File: config.mk
export PLATFORM = sky130hd
export DESIGN_NAME = mem_port_arbiter
export DESIGN_NICKNAME = d
export VERILOG_FILES = /design/src/rtl/mem_port_arbiter_pkg.sv /design/src/rtl/mem_port_arbiter_watchdog.sv /design/src/rtl/mem_port_arbiter.sv
export SDC_FILE = /design/constraint.sdc
export NUM_CORES = 1
export LEC_CHECK = 0
export CAP_MARGIN = 30
export CORE_AREA = 2 2 119 121
export CTS_CLUSTER_SIZE = 30
export DETAILED_ROUTE_END_ITERATION = 6
export DIE_AREA = 0 0 121 123
export DONT_BUFFER_PORTS = 1
export PLACE_DENSITY = 0.3
export SETUP_SLACK_MARGIN = 0.3
export SKIP_LAST_GASP = 1
export SYNTH_ARGS = -nofsm -noshare
export SYNTH_HDL_FRONTEND = slang
export SYNTH_SLANG_ARGS = --single-unit
File: constraint.sdc
create_clock -name clk -period 3.73 [get_ports clk]
set_input_delay 0.5595 -clock clk [delete_from_list [all_inputs] [get_ports clk]]
set_output_delay 0.5595 -clock clk [all_outputs]
set_load 0.1 [all_outputs]
File: src/rtl/mem_port_arbiter_pkg.sv
// Shared types and defaults for the two-master memory port arbiter.
package mem_port_arbiter_pkg;

    typedef enum logic [1:0] {
        ARB_IDLE = 2'd0,
        ARB_GNT0 = 2'd1,
        ARB_GNT1 = 2'd2
    } arb_state_e;

    localparam logic [31:0] ARB_ERR_RDATA       = 32'hDEAD_BEEF;
    localparam int unsigned ARB_TIMEOUT_DEFAULT = 1024;

    // last_m1 = 1 means m1 was served last, so m0 wins a tie.
    function automatic arb_state_e arb_pick(input logic v0, input logic v1, input logic last_m1);
        arb_state_e s;
        s = ARB_IDLE;
        if (v0 && v1) begin
            s = last_m1 ? ARB_GNT0 : ARB_GNT1;
        end else if (v0) begin
            s = ARB_GNT0;
        end else if (v1) begin
            s = ARB_GNT1;
        end
        return s;
    endfunction

endpackage

File: src/rtl/mem_port_arbiter_watchdog.sv
// Stall watchdog: counts enabled cycles since the last clear, saturating at TIMEOUT_CYCLES-1.
// TIMEOUT_CYCLES = 0 removes the counter entirely and expire stays low.
module mem_port_arbiter_watchdog #(
    parameter int unsigned TIMEOUT_CYCLES = 1024
) (
    input  logic clk,
    input  logic reset,
    input  logic clear,
    input  logic enable,
    output logic expire
);

    generate
        if (TIMEOUT_CYCLES == 0) begin : g_off
            assign expire = 1'b0;
        end else begin : g_on
            localparam int unsigned   CW   = (TIMEOUT_CYCLES > 1) ? $clog2(TIMEOUT_CYCLES + 1) : 1;
            localparam logic [CW-1:0] LAST = CW'(TIMEOUT_CYCLES - 1);

            logic [CW-1:0] count_q;
            logic [CW-1:0] count_d;

            always_comb begin
                count_d = count_q;
                if (clear) begin
                    count_d = '0;
                end else if (enable && (count_q != LAST)) begin
                    count_d = count_q + CW'(1);
                end
            end

            always_ff @(posedge clk or posedge reset) begin
                if (reset) begin
                    count_q <= '0;
                end else begin
                    count_q <= count_d;
                end
            end

            assign expire = enable && (count_q == LAST);
        end
    endgenerate

endmodule

File: src/rtl/mem_port_arbiter.sv
// Two-master arbiter for the single external memory port, grant held per transaction.
// Define ARB_CPU_PRIO_EN for fixed m0 priority; default build is round-robin.
module mem_port_arbiter
    import mem_port_arbiter_pkg::*;
#(
    parameter int unsigned TIMEOUT_CYCLES = ARB_TIMEOUT_DEFAULT,
    parameter logic [31:0] ERR_RDATA      = ARB_ERR_RDATA
) (
    input  logic        clk,
    input  logic        reset,
    input  logic        m0_valid,
    output logic        m0_ready,
    input  logic [31:0] m0_addr,
    input  logic [31:0] m0_wdata,
    input  logic [3:0]  m0_wstrb,
    output logic [31:0] m0_rdata,
    input  logic        m1_valid,
    output logic        m1_ready,
    input  logic [31:0] m1_addr,
    input  logic [31:0] m1_wdata,
    input  logic [3:0]  m1_wstrb,
    output logic [31:0] m1_rdata,
    output logic        mem_valid,
    input  logic        mem_ready,
    output logic [31:0] mem_addr,
    output logic [31:0] mem_wdata,
    output logic [3:0]  mem_wstrb,
    input  logic [31:0] mem_rdata,
    output logic        timeout_err
);

    arb_state_e  state_q;
    arb_state_e  state_d;
    logic        last_grant_q;
    logic        last_grant_d;
    logic        in_grant;
    logic        gnt0;
    logic        gnt1;
    logic        expire;
    logic [31:0] resp_rdata;

    assign in_grant = (state_q != ARB_IDLE);
    assign gnt0     = (state_q == ARB_GNT0);
    assign gnt1     = (state_q == ARB_GNT1);

    // Counter runs only while a granted access waits; idle holds it at zero.
    mem_port_arbiter_watchdog #(
        .TIMEOUT_CYCLES(TIMEOUT_CYCLES)
    ) u_watchdog (
        .clk    (clk),
        .reset  (reset),
        .clear  (!in_grant),
        .enable (in_grant && !mem_ready),
        .expire (expire)
    );

    always_comb begin
        state_d      = state_q;
        last_grant_d = last_grant_q;
        unique case (state_q)
            ARB_IDLE: begin
`ifdef ARB_CPU_PRIO_EN
                state_d = arb_pick(m0_valid, m1_valid, 1'b1);
`else
                state_d = arb_pick(m0_valid, m1_valid, last_grant_q);
`endif
            end
            ARB_GNT0, ARB_GNT1: begin
                if (mem_ready || expire) begin
                    state_d      = ARB_IDLE;
                    last_grant_d = gnt1;
                end
            end
            default: state_d = ARB_IDLE;
        endcase
    end

    always_ff @(posedge clk or posedge reset) begin
        if (reset) begin
            state_q      <= ARB_IDLE;
            last_grant_q <= 1'b1;
        end else begin
            state_q      <= state_d;
            last_grant_q <= last_grant_d;
        end
    end

    // expire is already qualified by !mem_ready, so a same-cycle ready completes normally.
    always_comb begin
        mem_valid   = in_grant;
        mem_addr    = gnt1 ? m1_addr  : m0_addr;
        mem_wdata   = gnt1 ? m1_wdata : m0_wdata;
        mem_wstrb   = in_grant ? (gnt1 ? m1_wstrb : m0_wstrb) : '0;
        resp_rdata  = expire ? ERR_RDATA : mem_rdata;
        m0_ready    = gnt0 && (mem_ready || expire);
        m1_ready    = gnt1 && (mem_ready || expire);
        m0_rdata    = gnt0 ? resp_rdata : '0;
        m1_rdata    = gnt1 ? resp_rdata : '0;
        timeout_err = expire;
    end

endmodule

Yosys cells after proc, flatten, opt, wreduce, memory -nomap -nowiden

Index checks and enable logic that the tools add are counted.

Flip-flop bits (word level): 14
Latch bits: 0
RAM bits: 0
Memory bits (read-only): 0
Input port bits: 173
Output and inout bits: 136
Word-level logic and storage cells: 37
Memories: 0

$add $sub $neg: 1
Multipliers: 0
Div/mod/pow operators: 0
$lt $le $gt $ge: 0
Eq/ne operators: 6
Shifts and indexed selects: 0
Multiplexer cells: 15
Bitwise operators: 0
Reduce and logical (&&, ||, !) cells: 12

Operators with widths:

| kind                  | number |
|---|---|
| $mux 32               | 5 |
| $mux 11               | 2 |
| $add 11x1->11 const B | 1 |
| $eq 11x10->1 const B  | 1 |
| $ne 11x10->1 const B  | 1 |
| $mux 2                | 5 |
| $mux 4                | 2 |
| $logic_and 1x1->1     | 6 |
| $pmux 2 s2            | 1 |
| $eq 2x1->1 const B    | 1 |
| $eq 2x2->1 const B    | 1 |
| $logic_not 2->1       | 1 |
| $ne 2x1->1 const B    | 1 |
| $ne 2x2->1 const B    | 1 |
| $reduce_and 2->1      | 1 |
| $reduce_bool 2->1     | 1 |
| $reduce_or 2->1       | 1 |
| $logic_not 1->1       | 1 |
| $logic_or 1x1->1      | 1 |

Longest topological paths before layout

Gate-level depths: netlist of run 1.

Word-level depth: 6
Mapped depth: 7
Mapped depth without buffers: 6

Cells and area by module

Synthesis of run 1 repeated with hierarchy kept, for this count alone.

Cells, all modules: 245
Area, all modules: 2313.5 um2

Modules (own cells, without submodules):

| module                    | instances | cells an instance | area an instance (um2) | seq. area each (um2) |
|---|---|---|---|---|
| mem_port_arbiter          | 1         | 183               | 1720.4                 | 76.3 |
| mem_port_arbiter_watchdog | 1         | 62                | 593.1                  | 275.3 |

Least setup slack after synthesis of run 1

OpenSTA, ideal clock, no wires.

Path kind: register to output
From: register state_q[0]
To: output m1_rdata[18]
Data arrival time: 2671 ps
Required time: 3171 ps
Setup slack: 499 ps
Cell stages (with the launch flop): 8
Buffers on the path: 2
Cell sequence: dfrtp_1 > inv_1 > ha_1 > buf_6 > or3b_4 > nor4_4 > buf_6 > o21a_1

Cells in the longest elaborated chain, start to end: 5
Elaborated cells on any way between the ends: 6
Classes of those cells: eq/ne (1); mux (2); reduce/logical (3)

Ends and longest elaborated chain:

| what                     | RTL line                        | RTL |
|---|---|---|
| start: declaration       | mem_port_arbiter.sv:32          | `arb_state_e state_q;` |
| start signal: assignment | mem_port_arbiter.sv:83          | `state_q <= state_d;` |
| $reduce_bool 2->1        | mem_port_arbiter.sv:42          | `assign in_grant = (state_q != ARB_IDLE);` |
| $logic_and 1x1->1        | mem_port_arbiter.sv:53          | `.enable (in_grant && !mem_ready),` |
| $logic_and 1x1->1        | mem_port_arbiter_watchdog.sv:40 | `assign expire = enable && (count_q == LAST);` |
| net timeout_err          | mem_port_arbiter.sv:29          | `output logic timeout_err` |
| $mux 32                  | mem_port_arbiter.sv:94          | `resp_rdata = expire ? ERR_RDATA : mem_rdata;` |
| $mux 32                  | mem_port_arbiter.sv:98          | `m1_rdata = gnt1 ? resp_rdata : '0;` |
| end: declaration         | mem_port_arbiter.sv:22          | `output logic [31:0] m1_rdata,` |

The timed path passes the listed nets, and every way through them passes these cells.

Worst setup path after layout of run 1

From: register state_q[0]
To: output m0_rdata[13]

Cells in the longest elaborated chain, start to end: 5
Elaborated cells on any way between the ends: 6
Classes of those cells: eq/ne (1); mux (2); reduce/logical (3)

Ends and longest elaborated chain:

| what              | RTL line                        | RTL |
|---|---|---|
| $reduce_bool 2->1 | mem_port_arbiter.sv:42          |  |
| $logic_and 1x1->1 | mem_port_arbiter.sv:53          |  |
| $logic_and 1x1->1 | mem_port_arbiter_watchdog.sv:40 |  |
| $mux 32           | mem_port_arbiter.sv:94          |  |
| $mux 32 (*)       | mem_port_arbiter.sv:97          | `m0_rdata = gnt0 ? resp_rdata : '0;` |
| end: declaration  | mem_port_arbiter.sv:16          | `output logic [31:0] m0_rdata,` |

Mark *: on every way between the ends. The rest lies on a longest branch, timed or not.

==> results of run 1 <==
-- cell families (layout without fill, tap and decap cells) --
kind of cell	after synthesis	in the layout	share of synthesized area (%)
multiplexers	70	70	35.4
flip-flops	14	14	15.9
other	0	1	0
AND/OR/NAND/NOR	60	60	16.5
AO/OA/AOI/OAI	68	68	22.7
buffers and inverters	28	114	6.85
adder cells (fa/ha/maj)	4	4	2.27
XOR/XNOR	1	1	0.396
-- worst max path at each step --
stage          startpoint      endpoint  slack (ns)  cells past startpoint
2_1_floorplan  state_q[0]  m1_rdata[18]        0.50                      7
3_3_place_gp   state_q[0]  m1_rdata[30]        0.89                      7
3_5_place_dp   state_q[0]  m0_rdata[13]        0.88                      7
4_1_cts        state_q[0]  m0_rdata[13]        0.60                      7
5_1_grt        state_q[1]  m0_rdata[13]        0.44                      7
6_report       state_q[0]  m0_rdata[13]        0.61                      7
-- metal layers --
metal	track usage, %	vias to the layer above
li1	-	1096
met1	17.0	1112
met2	20.0	115
met3	4.94	6
met4	2.18	2
met5	0	-
-- worst reg2reg max path, stage by stage, from the launching register on --
cell and delay, ns:
dfrtp_1 0.37, inv_1 0.09, ha_1 0.23, or3b_4 0.41, nor4_4 0.21, buf_4 0.50
nor2_2 0.09, a32o_1 0.23
-- flip-flops by register name (all words and copies together) (netlist names) --
register	cells
last_grant_q	1
state_q	2
u_watchdog.g_on.count_q	11
-- final cells by class --
cell class                 count  area (um2)  area share [%]
timing repair buffer         105         828            25.5
sequential                    14         352            10.8
inverter                       5        18.8           0.578
clock buffer                   4        88.8            2.74
multi-input combinational    203        1730            53.3
tap                          180         225            6.94
antenna                        1        2.50          0.0771
-- cell usage after synthesis (5+ instances only) --
cell       n  share of area, %
nor2_1     8               1.4
nand3_1    5               1.1
clkbuf_1  16               2.7
dfrtp_1   13                15
buf_6      6               3.1
mux2_1    66                34
and3_1    18               5.1
o21a_1    50                17
inv_1      5              0.85
nand2_1    5              0.85
-- through the flow --
| stage | hold slack (ns) | setup slack (ns) | utilization [%] | cells |
|---|---|---|---|---|
| floorplan | 0.448 | 0.499 | - | 245 |
| detailed placement | 0.527 | 0.881 | 23.0 | 506 |
| finish | 0.253 | 0.610 | 23.8 | 512 |
| global placement | 0.525 | 0.890 | 23.0 | 506 |
| CTS | 0.280 | 0.600 | 23.6 | 510 |
| global route | 0.302 | 0.436 | 23.8 | 512 |
==> impl_metrics.env, run 1 <==
export IMPL_rows=43
export IMPL_max_stage_delay_ns=0.50
export IMPL_rrSetupSlack_ns=1.49
export IMPL_antenna_found_initial=2
export IMPL_wl_mm=10.9
export IMPL_seq_area_frac_synth_pct=15.9
export IMPL_clockRootBuffer="clkbuf_16"
export IMPL_nets=509
export IMPL_drv_slew=0
export IMPL_synth_distinct_cells=35
export IMPL_crit_top_cell="buf_4"
export IMPL_hold_viol_final=0
export IMPL_synth_enable_flop_cells=0
export IMPL_setup_tns_ns=0
export IMPL_period_minus_slack_ns=3.12
export IMPL_final_cell_mix="103 x buf_4, 66 x mux2_1, 50 x o21a_1, 18 x and3_1, 13 x dfrtp_1"
export IMPL_worstMarginPinSlew_ns=1.04
export IMPL_clock_skew_ns=0.00305
export IMPL_die_w_um=121
export IMPL_critPathSlowestCell="buf_4"
export IMPL_ctsLongestPathBuffers=2
export IMPL_ant_nets=0
export IMPL_path_delay_family="buffers and inverters"
export IMPL_clk_pin_slew_ns=0.05
export IMPL_coreArea_mm2=0.0136
export IMPL_syn_inst=245
export IMPL_crit_required_ns=3.17
export IMPL_fillCellCount=1507
export IMPL_top_layer="met5"
export IMPL_htreeDepth=1
export IMPL_wl_met2_mm=5.15
export IMPL_grt_max_degree=53
export IMPL_worstSetupPathType="flip-flop to primary output"
export IMPL_wl_met3_mm=1.04
export IMPL_grt_total_usage_pct=12.8
export IMPL_insertion_delay_ns=0.25
export IMPL_r2r_end="state_q[0]"
export IMPL_route_detailed_drc=0
export IMPL_drv_cap=0
export IMPL_grt_overflow=0
export IMPL_syn_num_nets=422
export IMPL_synthFlopType="dfrtp_1"
export IMPL_cts_tree="built"
export IMPL_initial_core_util_pct=16.2
export IMPL_cts_buffers=3
export IMPL_setup_viol=0
export IMPL_hold_class="primary input to async pin"
export IMPL_cp_max_fo=52
export IMPL_synth_area_mm2=0.00221
export IMPL_grt_pass1_wl_mm=14.0
export IMPL_drive_gt1_share_pct=35.6
export IMPL_port_buffers=0
export IMPL_hold_buffers=0
export IMPL_vias=2331
export IMPL_final_common_cell="buf_4"
export IMPL_reg2reg_depth=7
export IMPL_yosys_warnings=0
export IMPL_drt_iter0_markers=88
export IMPL_clock_sinks=14
export IMPL_ys_async_sr_fraction_pct=100
export IMPL_ys_ff_latch=14
export IMPL_wl_per_cell_um=21.2
export IMPL_r2r_start="state_q[0]"
export IMPL_hpwl_mm=9.29
export IMPL_postSynthAreaPerCell_um2=9.02
export IMPL_finalCritPeriodShare_pct=83.6
export IMPL_grt_pass1_vias=2136
export IMPL_die_area_mm2=0.0149
export IMPL_startpoint_type="flip-flop"
export IMPL_first_pass_iters=4
export IMPL_placed_area_mm2=0.00313
export IMPL_io_pins=309
export IMPL_gp_congestion=0.952
export IMPL_cp_arrival_ns=2.56
export IMPL_post_cts_buffers=0
export IMPL_rsz0062_at_grt="false"
export IMPL_endpoint_kind="primary output"
export IMPL_max_freq_mhz=321
export IMPL_die_h_um=123
export IMPL_wl_met1_mm=4.63
export IMPL_design_area_mm2=0.00324
export IMPL_slew_headroom_pct=31.0
export IMPL_path_cells="inv_1 -> ha_1 -> or3b_4 -> nor4_4 -> buf_4 -> o21a_1 -> buf_4"
export IMPL_crit_buf_inv=3
export IMPL_cts_resized=0
export IMPL_status="completed"
export IMPL_viasPerCell=4.55
export IMPL_area_growth_pct=46.8
Power of run 1 is left out: the tool's default activity adds up to more than one toggle a clock period on the data nets, which glitch-free logic cannot reach.
==> run 2, diff against run 1 <==
- clock period: 3.73 -> 3.1 ns (I/O delays scaled with it)
==> impl_metrics.env, run 2 (same netlist as run 1, synthesis figures left out) <==
export IMPL_fillCellCount=1399
export IMPL_ant_nets=0
export IMPL_nets=548
export IMPL_slew_headroom_pct=61.3
export IMPL_drv_cap=0
export IMPL_io_pins=309
export IMPL_hold_buffers=0
export IMPL_r2r_start="state_q[0]"
export IMPL_initial_core_util_pct=16.2
export IMPL_top_regs="u_watchdog.g_on.count_q (11), state_q (2), last_grant_q (1)"
export IMPL_setup_viol=0
export IMPL_vias=2506
export IMPL_htreeDepth=1
export IMPL_antenna_found_initial=2
export IMPL_drive_gt1_share_pct=55.9
export IMPL_first_pass_iters=4
export IMPL_die_w_um=121
export IMPL_drt_iter0_markers=78
export IMPL_period_minus_slack_ns=2.68
export IMPL_rows=43
export IMPL_viasPerCell=4.55
export IMPL_crit_path_start="state_q[0]"
export IMPL_register_area_um2=352
export IMPL_hold_class="primary input to async pin"
export IMPL_wl_per_cell_um=19.4
export IMPL_reg2reg_depth=8
export IMPL_insertion_delay_ns=0.25
export IMPL_grt_overflow=0
export IMPL_grt_total_usage_pct=12.3
export IMPL_startpoint_type="flip-flop"
export IMPL_cts_buffers=3
export IMPL_finalCritPeriodShare_pct=86.5
export IMPL_r2r_end="state_q[0]"
export IMPL_cts_tree="built"
export IMPL_max_freq_mhz=373
export IMPL_final_cell_mix="90 x buf_4, 66 x mux2_1, 52 x buf_12, 42 x o21a_2, 18 x and3_1"
export IMPL_wl_mm=10.7
export IMPL_ctsLongestPathBuffers=2
export IMPL_endpoint_kind="primary output"
export IMPL_worstMarginPinSlew_ns=0.580
export IMPL_drv_slew=0
export IMPL_gp_congestion=0.895
export IMPL_route_detailed_drc=0
export IMPL_placed_cells=543
export IMPL_design_area_mm2=0.00429
export IMPL_worstSetupPathType="flip-flop to primary output"
export IMPL_cp_max_fo=25
export IMPL_largest_register_ffs=11
export IMPL_area_growth_pct=94.3
export IMPL_clock_skew_ns=0.00593
export IMPL_multi_input_area_mm2=0.00185
export IMPL_hpwl_mm=8.80
export IMPL_grt_pass1_vias=2308
export IMPL_placed_area_mm2=0.00417
export IMPL_top_register="u_watchdog.g_on.count_q"
export IMPL_coreArea_mm2=0.0136
export IMPL_grt_pass1_wl_mm=13.9
export IMPL_crit_required_ns=2.63
export IMPL_cp_arrival_ns=2.22
export IMPL_fin_ws_ns=0.418
export IMPL_die_h_um=123
export IMPL_clk_pin_slew_ns=0.05
export IMPL_setup_tns_ns=0
export IMPL_clockRootBuffer="clkbuf_16"
export IMPL_status="completed"
export IMPL_grt_max_degree=56
export IMPL_die_area_mm2=0.0149
export IMPL_hold_viol_final=0
export IMPL_place_ws_ns=0.547
export IMPL_rrSetupSlack_ns=1.09
export IMPL_clock_sinks=14
export IMPL_rsz0062_at_grt="false"
export IMPL_port_buffers=0
export IMPL_fin_cells=551
export IMPL_final_common_cell="buf_4"
==> run 2: worst max-delay path by stage <==
stage                              end  slack [ns]  cells past startpoint
after floorplan           m1_rdata[18]        0.20                      7
after global placement    m0_rdata[22]        0.56                      6
after detailed placement  m0_rdata[22]        0.55                      6
after CTS                 m0_rdata[15]        0.32                      7
after global routing      mem_addr[18]        0.32                      5
final                     mem_addr[18]        0.42                      5
==> run 2: per-layer routing <==
| metal | part of all wire, % | GRT usage [%] | up-vias | routed length [um] |
|---|---|---|---|---|
| met4 | 1.6 | 3.05 | 2 | 168 |
| met2 | 53 | 22.5 | 129 | 5700 |
| li1 | - | - | 1172 | - |
| met5 | 0.15 | 0 | - | 16 |
| met1 | 37 | 14.3 | 1190 | 3990 |
| met3 | 7.4 | 3.00 | 13 | 791 |
==> run 2: layout make-up <==
type / count / share of cell area (%)
multi-input combinational: 203 / 43.0
timing repair buffer: 144 / 41.2
sequential: 14 / 8.19
tap: 180 / 5.25
clock buffer: 4 / 1.84
inverter: 5 / 0.437
antenna: 1 / 0.0583
==> run 2: timing repair <==
action / in CTS / in global routing
pin swaps: 0 / 1
cloned: 0 / 1
endpoints found under the setup margin: 3 / 50
hold endpoints to repair: 0 / 0
gates resized for setup: 1 / 3
setup buffers: 0 / 2
==> run 2: critical path, cell delays in order (launching register included) <==
cell     delay (ns)
dfrtp_1        0.39
inv_1          0.13
ha_4           0.37
buf_4          0.38
mux2_1         0.44
buf_4          0.26
==> run 2: stage by stage <==
step | util (%) | hold WS (ns)
after floorplan | - | 0.354
after global placement | 30.6 | 0.454
after detailed placement | 30.6 | 0.440
after CTS | 31.2 | 0.182
after global routing | 31.5 | 0.208
final | 31.5 | 0.167
Power of run 2 is left out for the same reason.
